<file path="src/rtl/delay_meas_pkg.sv">
// Shared types and constants for the path-delay measurement back end.
package delay_meas_pkg;

  typedef enum logic [2:0] {
    IDLE,
    WAIT_LAUNCH,
    MEASURE,
    WAIT_FIN,
    REPORT
  } state_e;

  localparam int DEF_CNT_W      = 8;
  localparam int DEF_NUM_TRIALS = 16;

  // Saturation value of a counter of the given width.
  function automatic logic [31:0] cnt_max(input int unsigned w);
    return (32'd1 << w) - 32'd1;
  endfunction

endpackage

</file>
<file path="src/rtl/delay_stat_update.sv">
// Next-value logic for the running sum/min/max given a newly captured sample.
module delay_stat_update #(
  parameter int CNT_W = 8,
  parameter int SUM_W = 13
) (
  input  logic [SUM_W-1:0] sum_i,
  input  logic [CNT_W-1:0] min_i,
  input  logic [CNT_W-1:0] max_i,
  input  logic [CNT_W-1:0] sample_i,
  output logic [SUM_W-1:0] sum_o,
  output logic [CNT_W-1:0] min_o,
  output logic [CNT_W-1:0] max_o
);

  assign sum_o = sum_i + SUM_W'(sample_i);
  assign min_o = (sample_i < min_i) ? sample_i : min_i;
  assign max_o = (sample_i > max_i) ? sample_i : max_i;

endmodule

</file>
<file path="src/rtl/delay_sample_accumulator.sv">
// Counts pathInput-high cycles up to each ld_reg strobe and accumulates
// sum/min/max over a run of NUM_TRIALS trials, reported under valid/ready.
//
//   state       | meaning
//   IDLE        | waiting for arm
//   WAIT_LAUNCH | waiting for the controller to raise path_input
//   MEASURE     | counting cycles until ld_reg (or saturation)
//   WAIT_FIN    | sample taken, waiting for fin to close the trial
//   REPORT      | results held, waiting for result_ready
module delay_sample_accumulator
  import delay_meas_pkg::*;
#(
  parameter int CNT_W      = DEF_CNT_W,
  parameter int NUM_TRIALS = DEF_NUM_TRIALS,
  parameter int SUM_W      = CNT_W + $clog2(NUM_TRIALS + 1),
  localparam int TD_W      = $clog2(NUM_TRIALS + 1)
) (
  input  logic             clk,
  input  logic             rst_n,
  input  logic             arm,
  input  logic             path_input,
  input  logic             ld_reg,
  input  logic             fin,
  output logic             busy,
  output logic             result_valid,
  input  logic             result_ready,
  output logic [SUM_W-1:0] sample_sum,
  output logic [CNT_W-1:0] sample_min,
  output logic [CNT_W-1:0] sample_max,
  output logic [TD_W-1:0]  trials_done,
  output logic             timeout
);

  localparam logic [CNT_W-1:0] CNT_SAT = CNT_W'(cnt_max(CNT_W));
  localparam logic [TD_W-1:0]  TD_END  = TD_W'(NUM_TRIALS);

  state_e           state_q;
  logic [CNT_W-1:0] cnt_q;
  logic [SUM_W-1:0] sum_q, sum_d;
  logic [CNT_W-1:0] min_q, min_d;
  logic [CNT_W-1:0] max_q, max_d;
  logic [TD_W-1:0]  td_q, td_d;
  logic             timeout_q;
  logic             busy_q;
  logic             valid_q;

  delay_stat_update #(
    .CNT_W (CNT_W),
    .SUM_W (SUM_W)
  ) u_stat (
    .sum_i    (sum_q),
    .min_i    (min_q),
    .max_i    (max_q),
    .sample_i (cnt_q),
    .sum_o    (sum_d),
    .min_o    (min_d),
    .max_o    (max_d)
  );

  assign td_d = td_q + 1'b1;

  always_ff @(posedge clk or negedge rst_n) begin
    if (!rst_n) begin
      state_q   <= IDLE;
      cnt_q     <= '0;
      sum_q     <= '0;
      min_q     <= '1;
      max_q     <= '0;
      td_q      <= '0;
      timeout_q <= 1'b0;
      busy_q    <= 1'b0;
      valid_q   <= 1'b0;
    end else begin
      case (state_q)
        IDLE: begin
          if (arm) begin
            sum_q     <= '0;
            min_q     <= '1;
            max_q     <= '0;
            td_q      <= '0;
            timeout_q <= 1'b0;
            busy_q    <= 1'b1;
            state_q   <= WAIT_LAUNCH;
          end
        end
        WAIT_LAUNCH: begin
          if (path_input) begin
            cnt_q   <= CNT_W'(1);
            state_q <= MEASURE;
          end
        end
        MEASURE: begin
          // ld_reg outranks path_input: the capture edge never increments.
          if (ld_reg) begin
            sum_q   <= sum_d;
            min_q   <= min_d;
            max_q   <= max_d;
            state_q <= WAIT_FIN;
          end else if (path_input && (cnt_q == CNT_SAT)) begin
            timeout_q <= 1'b1;
            valid_q   <= 1'b1;
            state_q   <= REPORT;
          end else if (path_input) begin
            cnt_q <= cnt_q + 1'b1;
          end
        end
        WAIT_FIN: begin
          if (fin) begin
            td_q <= td_d;
            if (td_d == TD_END) begin
              valid_q <= 1'b1;
              state_q <= REPORT;
            end else begin
              state_q <= WAIT_LAUNCH;
            end
          end
        end
        REPORT: begin
          if (result_ready) begin
            valid_q <= 1'b0;
            busy_q  <= 1'b0;
            state_q <= IDLE;
          end
        end
        default: begin
          busy_q  <= 1'b0;
          valid_q <= 1'b0;
          state_q <= IDLE;
        end
      endcase
    end
  end

  assign busy         = busy_q;
  assign result_valid = valid_q;
  assign sample_sum   = sum_q;
  assign sample_min   = min_q;
  assign sample_max   = max_q;
  assign trials_done  = td_q;
  assign timeout      = timeout_q;

endmodule
</file>
<file path="config.mk">
export PLATFORM = sky130hd
export DESIGN_NAME = delay_sample_accumulator
export DESIGN_NICKNAME = d
export VERILOG_FILES = /design/src/rtl/delay_meas_pkg.sv /design/src/rtl/delay_stat_update.sv /design/src/rtl/delay_sample_accumulator.sv
export SDC_FILE = /design/constraint.sdc
export NUM_CORES = 1
export LEC_CHECK = 0
export ABC_AREA = 1
export BUFFER_PORTS_ARGS = -buffer_cell sky130_fd_sc_hd__buf_2
export CAP_MARGIN = 0
export CORE_UTILIZATION = 38
export CTS_CLUSTER_SIZE = 14
export DETAILED_ROUTE_END_ITERATION = 10
export PLACE_DENSITY = 0.64
export SYNTH_ARGS = -nofsm -noshare
export SYNTH_HDL_FRONTEND = slang
export SYNTH_SLANG_ARGS = --single-unit
</file>
<file path="constraint.sdc">
create_clock -name clk -period 3.6 [get_ports clk]
set_input_delay 0.54 -clock clk [delete_from_list [all_inputs] [get_ports clk]]
set_output_delay 0.54 -clock clk [all_outputs]
set_load 0.03 [all_outputs]
</file>
Word level (Yosys, flattened, before mapping):

Index checks and enable logic that the tools add are counted.

* bits of input ports: 7
* word-level logic and storage cells: 88
* flip-flop bits (word level): 48
* output and inout bits: 37

* add/subtract/negate cells: 3
* muxes and demuxes: 37
* eq/ne operators: 19
* bitwise gates (word level): 2
* order comparisons: 2
* reductions and logical operators: 16

Operators by type and width (number)
* $mux 8: 10
* $pmux 8 s2: 3
* $mux 13: 2
* $pmux 13 s2: 1
* $mux 3: 7
* $ne 2x2->1 const B: 10
* $pmux 3 s5: 1
* $add 13x8->13: 1
* $reduce_and 4->1: 3
* $mux 5: 2
* $pmux 5 s2: 1
* $reduce_and 5->1: 2
* $reduce_and 3->1: 3
* $add 8x1->8 const B: 1
* $eq 8x8->1 const B: 1
* $gt 8x8->1: 1
* $lt 8x8->1: 1
* $mux 1: 7
* $eq 3x2->1 const B: 2
* $reduce_and 6->1: 1
* $reduce_bool 2->1: 3
* $add 5x1->5 const B: 1
* $eq 5x5->1 const B: 1
* $ne 2x1->1 const B: 2
* 11 further kinds: 12

Longest topological paths before layout:

Gate-level depths: netlist (run 1).

* depth in word-level cells: 5
* mapped depth: 14
* depth with buffers taken out: 14

Modules after synthesis:

From an unflattened synthesis (run 1), not the netlist that was laid out.

* cell total of the unflattened synthesis: 494
* area, all modules: 3494.6 um^2

By module, submodules not included
* delay_sample_accumulator: cells an instance 290, area an instance 2351.0 um^2, instances 1
* delay_stat_update: cells an instance 204, area an instance 1143.6 um^2, instances 1

Least setup slack after synthesis (run 1):

No wires, ideal clock.

* kind: register -> register
* start: reg sum_q[0] (netlist: sample_sum[0])
* end: reg sum_q[10] (netlist: sample_sum[10])
* library setup time: 118 ps
* setup slack: 1710 ps
* clock period less this slack: 1890 ps
* arrival: 1772 ps
* data required time: 3482 ps
* stages on the path, launching flop included: 11
* cell sequence: dfrtp_1 ha_1 inv_1 fa_1 nand3b_1 nand2_1 a21oi_1 nor2_1 nand2_1 nand2_1 nor2_1

* cells in the longest elaborated chain, start to end: 3

RTL lines
* start: declaration: RTL line delay_sample_accumulator.sv:39 `logic [SUM_W-1:0] sum_q, sum_d;`
* start signal: assignment: RTL line delay_sample_accumulator.sv:95 `sum_q <= sum_d;`
* $add 13x8->13: RTL line delay_stat_update.sv:15 `assign sum_o = sum_i + SUM_W'(sample_i);`
* $mux 13: RTL line delay_sample_accumulator.sv:94 `if (ld_reg) begin`
* $pmux 13 s2: RTL line delay_sample_accumulator.sv:74 `case (state_q)`

No other way between the ends. The select of a mux whose other input is x is not followed.
A chain may end at the register's enable or synchronous reset.

Worst setup path after layout (run 1):

* start: reg state_q[2]
* end: reg cnt_q[4]

* cells in the longest elaborated chain, start to end: 3
* elaborated cells between the ends (all ways): 9
* those cells by class: 6 x eq/ne; 1 x mux; 2 x reduce/logical

RTL lines
* start: declaration: RTL line delay_sample_accumulator.sv:37 `state_e state_q;`
* start signal: assignment: RTL line delay_sample_accumulator.sv:64 `state_q <= IDLE;`
* start signal: assignment: RTL line delay_sample_accumulator.sv:83 `state_q <= WAIT_LAUNCH;`
* start signal: assignment: RTL line delay_sample_accumulator.sv:89 `state_q <= MEASURE;`
* $eq 3x2->1 or $eq 3x1->1 (tied branches): RTL line delay_sample_accumulator.sv:74
* $ne 2x2->1 (no source line) or $reduce_bool 2->1 (tied branches)
* $reduce_and 5->1 (no source line)
* end signal: assignment: RTL line delay_sample_accumulator.sv:104 `cnt_q <= cnt_q + 1'b1;`
* end: declaration: RTL line delay_sample_accumulator.sv:38 `logic [CNT_W-1:0] cnt_q;`

Parallel ways exist; a longest one is shown, timed or not.

==> impl_metrics.tcl, run 1 <==
set metrics [dict create \
    layout.nets 522 \
    postSynthNetCount 477 \
    gp_congestion 0.864 \
    netlist_area_um2 3240 \
    r2r_setup_slack_ns 1.49 \
    cellPowerDensity_nw_per_um2 669 \
    synth.ff_latch_count 48 \
    final_cell_count_without_fillers 594 \
    ys_top_cells_by_count "nand2_1, inv_1, nor2_1" \
    timing.max_cap.violations 0 \
    number_of_distinct_library_cells_after_synthesis 34 \
    fin_crit_sh_pct 58.5 \
    worstPathMaxFanout 20 \
    io_pins 44 \
    timing.critical_path.arrival_ns 2.34 \
    clkSlewWorstSetupHoldPaths_ns 0.09 \
    rsz0062_at_grt "no" \
    clockRootBuffer "clkbuf_8" \
    required_time_of_the_critical_path_ns 3.84 \
    number_of_global_route_vias_before_repair 2816 \
    report.final.slew_viol_count 0 \
    crit-reg2reg-launch "state_q[2]" \
    grt-ovfl-total 0 \
    design.die.area_um2 8890 \
    antenna-diode-count 0 \
    yosys.cell_count.top_type "nand2_1" \
    via_total_after_detailed_routing 2943 \
    timing.final.hold_violations 0 \
    hold_path.class "input pin to async pin" \
    cts_buffers 5 \
    hold_buffers 0 \
    drt_iter0_drc 116 \
    syn_to_final_growth_pct 11.8 \
    run_status "completed" \
    first_pass_iters 4 \
    routed_wl_mm 7.57 \
    clock_tree.htree_level_count 2 \
    post-dp-hpwl_mm 5.75 \
    fraction_of_post_synthesis_cell_area_in_the_top_cell_type_by_area_pct 30.9 \
    route.detailed.drc 0 \
    worst_reg_to_reg_cells 9 \
    initial_utilization_pct 39.4 \
    post-route-util_pct 44.0 \
    largest_net_degree_at_the_start_of_global_routing 27 \
    fp-row-count 33 \
    netlist_instances 443 \
    timing.critical_path.to_type "flop" \
    tritoncts "yes" \
    drtAntennaViolNets 0 \
    layout_min_cycle_time_ns 2.11 \
    tritoncts_num_sinks 48 \
    ys_seq_area_share_pct 37.4 \
    worst_setup_path_start_kind "flop" \
    clock_insertion_delay_worst_skew_ns 0.31 \
    syn_avg_cell_area_um2 7.30 \
    post_cts_buffers 0 \
    cellLeakagePower_nw 2.01 \
    power.ir.vdd_worst_uv 347 \
    synthesis.yosys.warnings 0 \
    via_to_cell_ratio 4.95 \
    worst_pin_slew_ns 0.585 \
    die_h_um 94.3 \
    clock.fmax_mhz 475 \
    fillerInstances 847 \
    placed_cells_incl_taps 586 \
    final-setup-viol-count 0 \
    die_w_um 94.3 \
    clock_skew_ns 0.00648 \
    max-slew-margin-rel_pct 60.9 \
    timing_worst_setup_path_type "flop to flop" \
    clock_path_buffers 2 \
    synth-edff-count 0 \
    dominantRegCellSynth "dfrtp_1" \
    drive_gt1_share_pct 16.4 \
    asyncSetResetFlopFracSynth_pct 100 \
    routedWlPerCell_um 12.7 \
    grtUsageTotal_pct 18.7 \
    grt_pass1_wl_mm 13.0 \
    accumulated_negative_setup_slack_ns 0 \
    endpoint_of_the_most_critical_register_to_register_path "cnt_q[4]" \
    core_region_area_um2 8220 \
    synth.top_cells.by_area "dfrtp_1, nand2_1, ha_1" \
    netlist.top_cell.by_area "dfrtp_1" \
    postCtsResizedCells 0 \
    grt_antenna_before_repair 0 \
    port-buffer-count 43 \
]
cell usage in the layout (no fill, tap or decap):
| cell | netlist | layout |
|---|---|---|
| dfstp_2 | 8 | 8 |
| clkbuf_8 | 0 | 5 |
| buf_2 | 2 | 43 |
| nand3b_1 | 1 | 1 |
| nand4_1 | 5 | 5 |
| nand3_1 | 37 | 37 |
| inv_1 | 53 | 53 |
| inv_2 | 3 | 3 |
| inv_4 | 2 | 2 |
| xnor2_1 | 2 | 2 |
| nor2_4 | 2 | 2 |
| ha_1 | 26 | 26 |
| a21o_1 | 1 | 1 |
| fa_1 | 1 | 1 |
| o22ai_1 | 1 | 1 |
| nand3_2 | 1 | 1 |
| or2_2 | 1 | 1 |
| nor2_2 | 1 | 1 |
| buf_4 | 0 | 1 |
| o21ai_0 | 13 | 13 |
| nand4_4 | 1 | 1 |
| o21ai_2 | 1 | 1 |
| clkbuf_1 | 0 | 2 |
| nor2_1 | 46 | 46 |
| nand2_2 | 6 | 6 |
| a22o_2 | 3 | 3 |
| a22o_1 | 1 | 1 |
| nand3_4 | 1 | 1 |
| nor3_1 | 2 | 2 |
| a21oi_1 | 21 | 21 |
| o21ai_1 | 3 | 3 |
| o21a_1 | 2 | 2 |
| nand2_1 | 147 | 147 |
| dfrtp_1 | 40 | 40 |
| clkinv_2 | 0 | 1 |
| xor2_1 | 4 | 4 |
| o21bai_1 | 1 | 1 |
routing by layer:
metal	vias up	track usage [%]	routed length (um)
li1	1501	-	-
met1	1360	24.5	3720
met2	69	31.2	3410
met3	13	2.83	304
met4	0	6.15	129
met5	-	0	0
how the worst max path moves through the flow:
| stage | start | end | slack [ns] | cells after the start |
|---|---|---|---|---|
| floorplan | sample_sum[0] | sample_sum[10] | 1.71 | 10 |
| global placement | state_q[2] | busy | 1.54 | 8 |
| detailed placement | state_q[2] | cnt_q[4] | 1.51 | 9 |
| CTS | state_q[2] | cnt_q[4] | 1.48 | 9 |
| global route | state_q[2] | cnt_q[4] | 1.27 | 9 |
| finish | state_q[2] | cnt_q[4] | 1.49 | 9 |
layout make-up:
| class | instances | area [um2] | share of cell area, % |
|---|---|---|---|
| Clock buffer | 7 | 76.3 | 2.11 |
| Clock inverter | 1 | 5.00 | 0.138 |
| Tap cell | 105 | 131 | 3.63 |
| Sequential cell | 48 | 1210 | 33.5 |
| Timing Repair Buffer | 44 | 223 | 6.16 |
| Inverter | 58 | 223 | 6.16 |
| Multi-Input combinational cell | 331 | 1750 | 48.3 |
stage by stage:
| stage | worst slack, ns | cell area [um2] | power, mW | hold slack (ns) |
|---|---|---|---|---|
| detailed placement | 1.51 | 3530 | 2.10 | 0.463 |
| CTS | 1.48 | 3620 | 2.44 | 0.212 |
| global placement | 1.54 | 3530 | 2.08 | 0.459 |
| floorplan | 1.71 | 3240 | 1.83 | 0.244 |
| global route | 1.27 | 3620 | 2.64 | 0.242 |
| finish | 1.49 | 3620 | 2.42 | 0.200 |
cells by family (layout without fill, tap and decap cells):
group                    Yosys count  in the layout  synth area share (%)
AND/OR/NAND/NOR                  251            251                  33.4
buffers and inverters             64            110                  8.58
flip-flops                        48             48                  37.4
AO/OA/AOI/OAI                     47             47                  8.31
adder cells (fa/ha/maj)           27             27                  10.7
XOR/XNOR                           6              6                  1.62
power breakdown:
part | total (mW) | leakage, nW | switching, mW | internal (mW)
clock | 0.330 | 0.0422 | 0.193 | 0.137
sequential | 0.824 | 0.630 | 0.126 | 0.698
combinational | 1.26 | 1.34 | 0.885 | 0.379
total | 2.42 | 2.01 | 1.20 | 1.21
flip-flops by register name, indices dropped and copies added, names as in the netlist:
name and cells:
sample_sum 13, result_valid 1, trials_done 5, busy 1
cnt_q 8, state_q 3, timeout 1, sample_min 8
sample_max 8
worst max-delay path, stage by stage (launching register included):
cell	delay, ns
dfrtp_1	0.41
inv_1	0.09
nand2_2	0.08
nor2_4	0.47
nand2_2	0.23
o21ai_2	0.19
nand2_2	0.16
inv_1	0.18
nand2_1	0.07
a21oi_1	0.14
No activity file was read; power rests on OpenSTA's default activity.
==> run 2: changes to the inputs <==
==> constraint.sdc (replaced) <==
create_clock -name clk -period 2.1 [get_ports clk]
set_input_delay 0.315 -clock clk [delete_from_list [all_inputs] [get_ports clk]]
set_output_delay 0.315 -clock clk [all_outputs]
set_load 0.03 [all_outputs]
==> impl_metrics.tcl, run 2 (synthesis results as in run 1) <==
set metrics [dict create \
    timing.critical_path.to_type "flop" \
    routed_wl_mm 7.68 \
    placed_cells_incl_taps 592 \
    critical_path.slowest_cell "dfrtp_1" \
    worstPathMaxFanout 5 \
    clockRootBuffer "clkbuf_8" \
    power.ir.vdd_worst_uv 584 \
    routedWlPerCell_um 12.8 \
    postCtsResizedCells 0 \
    clock.fmax_mhz 522 \
    endpoint_of_the_most_critical_register_to_register_path "sample_sum[8]" \
    mostFrequentLayoutCells "nand2_1, inv_1, nor2_1" \
    io_pins 44 \
    final-setup-viol-count 0 \
    drt_iter0_drc 136 \
    post_cts_buffers 0 \
    r2r_setup_slack_ns 0.18 \
    cts_buffers 5 \
    die_w_um 94.3 \
    route.detailed.drc 0 \
    timing.final.hold_violations 0 \
    worst_setup_path_start_kind "flop" \
    crit-reg2reg-launch "cnt_q[0]" \
    total_power_mw 4.33 \
    cellPowerDensity_nw_per_um2 1170 \
    grt.busiest_layer "met2" \
    fin_area_um2 3700 \
    port-buffer-count 43 \
    worst_pin_slew_ns 0.617 \
    largest_net_degree_at_the_start_of_global_routing 27 \
    drtAntennaViolNets 0 \
    accumulated_negative_setup_slack_ns 0 \
    initial_utilization_pct 39.4 \
    die_h_um 94.3 \
    grt.met1_usage_pct 25.7 \
    most_frequent_standard_cell_in_the_layout_excluding_fill_and_tap_cells "nand2_1" \
    via_to_cell_ratio 4.89 \
    antenna-diode-count 0 \
    report.final.slew_viol_count 0 \
    hold_buffers 0 \
    cellLeakagePower_nw 2.06 \
    timing.max_cap.violations 0 \
    required_time_of_the_critical_path_ns 2.30 \
    drive_gt1_share_pct 17.6 \
    layout_min_cycle_time_ns 1.92 \
    grtUsageTotal_pct 19.0 \
    number_of_global_route_vias_before_repair 2756 \
    max_ffs_per_register 13 \
    clock_skew_ns 0.0126 \
    timing_worst_setup_path_type "flop to flop" \
    post-dp-hpwl_mm 6.00 \
    postPlaceCellArea_um2 3590 \
    grt_pass1_wl_mm 13.1 \
    clkSlewWorstSetupHoldPaths_ns 0.10 \
    grt_util_met3_pct 4.21 \
    grt-ovfl-total 0 \
    clock_path_buffers 2 \
    design.die.area_um2 8890 \
    via_total_after_detailed_routing 2935 \
    tritoncts_num_sinks 48 \
    fp-row-count 33 \
    timing.critical_path.arrival_ns 2.12 \
    rsz0062_at_grt "no" \
    first_pass_iters 4 \
    run_status "completed" \
    final_cell_count_without_fillers 600 \
    fin_crit_sh_pct 91.2 \
    global_route.usage.met2_pct 29.6 \
    clock_tree.htree_level_count 2 \
    core_region_area_um2 8220 \
    tritoncts "yes" \
    syn_to_final_growth_pct 14.3 \
    worst_reg_to_reg_cells 10 \
    layout.nets 528 \
    grt_antenna_before_repair 0 \
    hold_path.class "input pin to async pin" \
    clock_insertion_delay_worst_skew_ns 0.32 \
    crit_chain "ha_1 > inv_1 > fa_1 > nand3b_1 > nand2_1 > a21oi_1 > inv_1 > nand3_1 > nand2_1 > nor2_1" \
    timing.critical_path.slowest_cell_delay_ns 0.43 \
    gp_congestion 0.942 \
    max-slew-margin-rel_pct 58.9 \
]
[run 2: worst max-delay path by stage]
stage / startpoint / endpoint / slack, ns / cells after the start
global route: cnt_q[0] / sample_sum[10] / 0.02 / 10
finish: cnt_q[0] / sample_sum[8] / 0.18 / 10
floorplan: sample_sum[0] / sample_sum[10] / 0.21 / 10
detailed placement: sample_min[7] / sample_min[4] / 0.23 / 9
global placement: cnt_q[1] / sample_sum[10] / 0.26 / 9
CTS: cnt_q[0] / sample_sum[8] / 0.20 / 10
[run 2: critical path, delay by kind of cell (launching register included)]
family          cells  cell delay (ns)
compound gates      1             0.09
fa+ha+maj           2             0.61
flops               1             0.43
buf+inv             2             0.19
simple gates        5             0.49
[run 2: layout make-up]
cell class | count | area, um2
tap | 105 | 131
clock inverter | 2 | 35.0
clock buffer | 6 | 72.6
fill | 836 | 4520
inverter | 58 | 223
timing repair buffer | 50 | 280
multi-input combinational | 331 | 1750
sequential | 48 | 1210
[run 2: through the flow]
stage / setup WS, ns / util (%) / hold WS (ns)
5_1_grt: 0.0225 / 45.0 / 0.0534
2_1_floorplan: 0.210 / - / 0.0194
3_5_place_dp: 0.226 / 43.7 / 0.376
3_3_place_gp: 0.265 / 43.7 / 0.360
4_1_cts: 0.205 / 45.0 / 0.0329
6_report: 0.184 / 45.0 / 0.00583
[run 2: layer usage]
layer,up-vias,part of all wire [%],routed length (um)
met5,-,0,0
met4,0,1.4,104
met3,10,5.3,405
met2,72,45,3480
met1,1342,48,3690
li1,1511,-,-
[run 2: where the power goes]
part           switching [mW]  leakage (nW)  internal (mW)
combinational            1.53          1.37          0.692
sequential              0.222         0.630           1.20
clock                   0.335        0.0552          0.354
total                    2.08          2.06           2.24
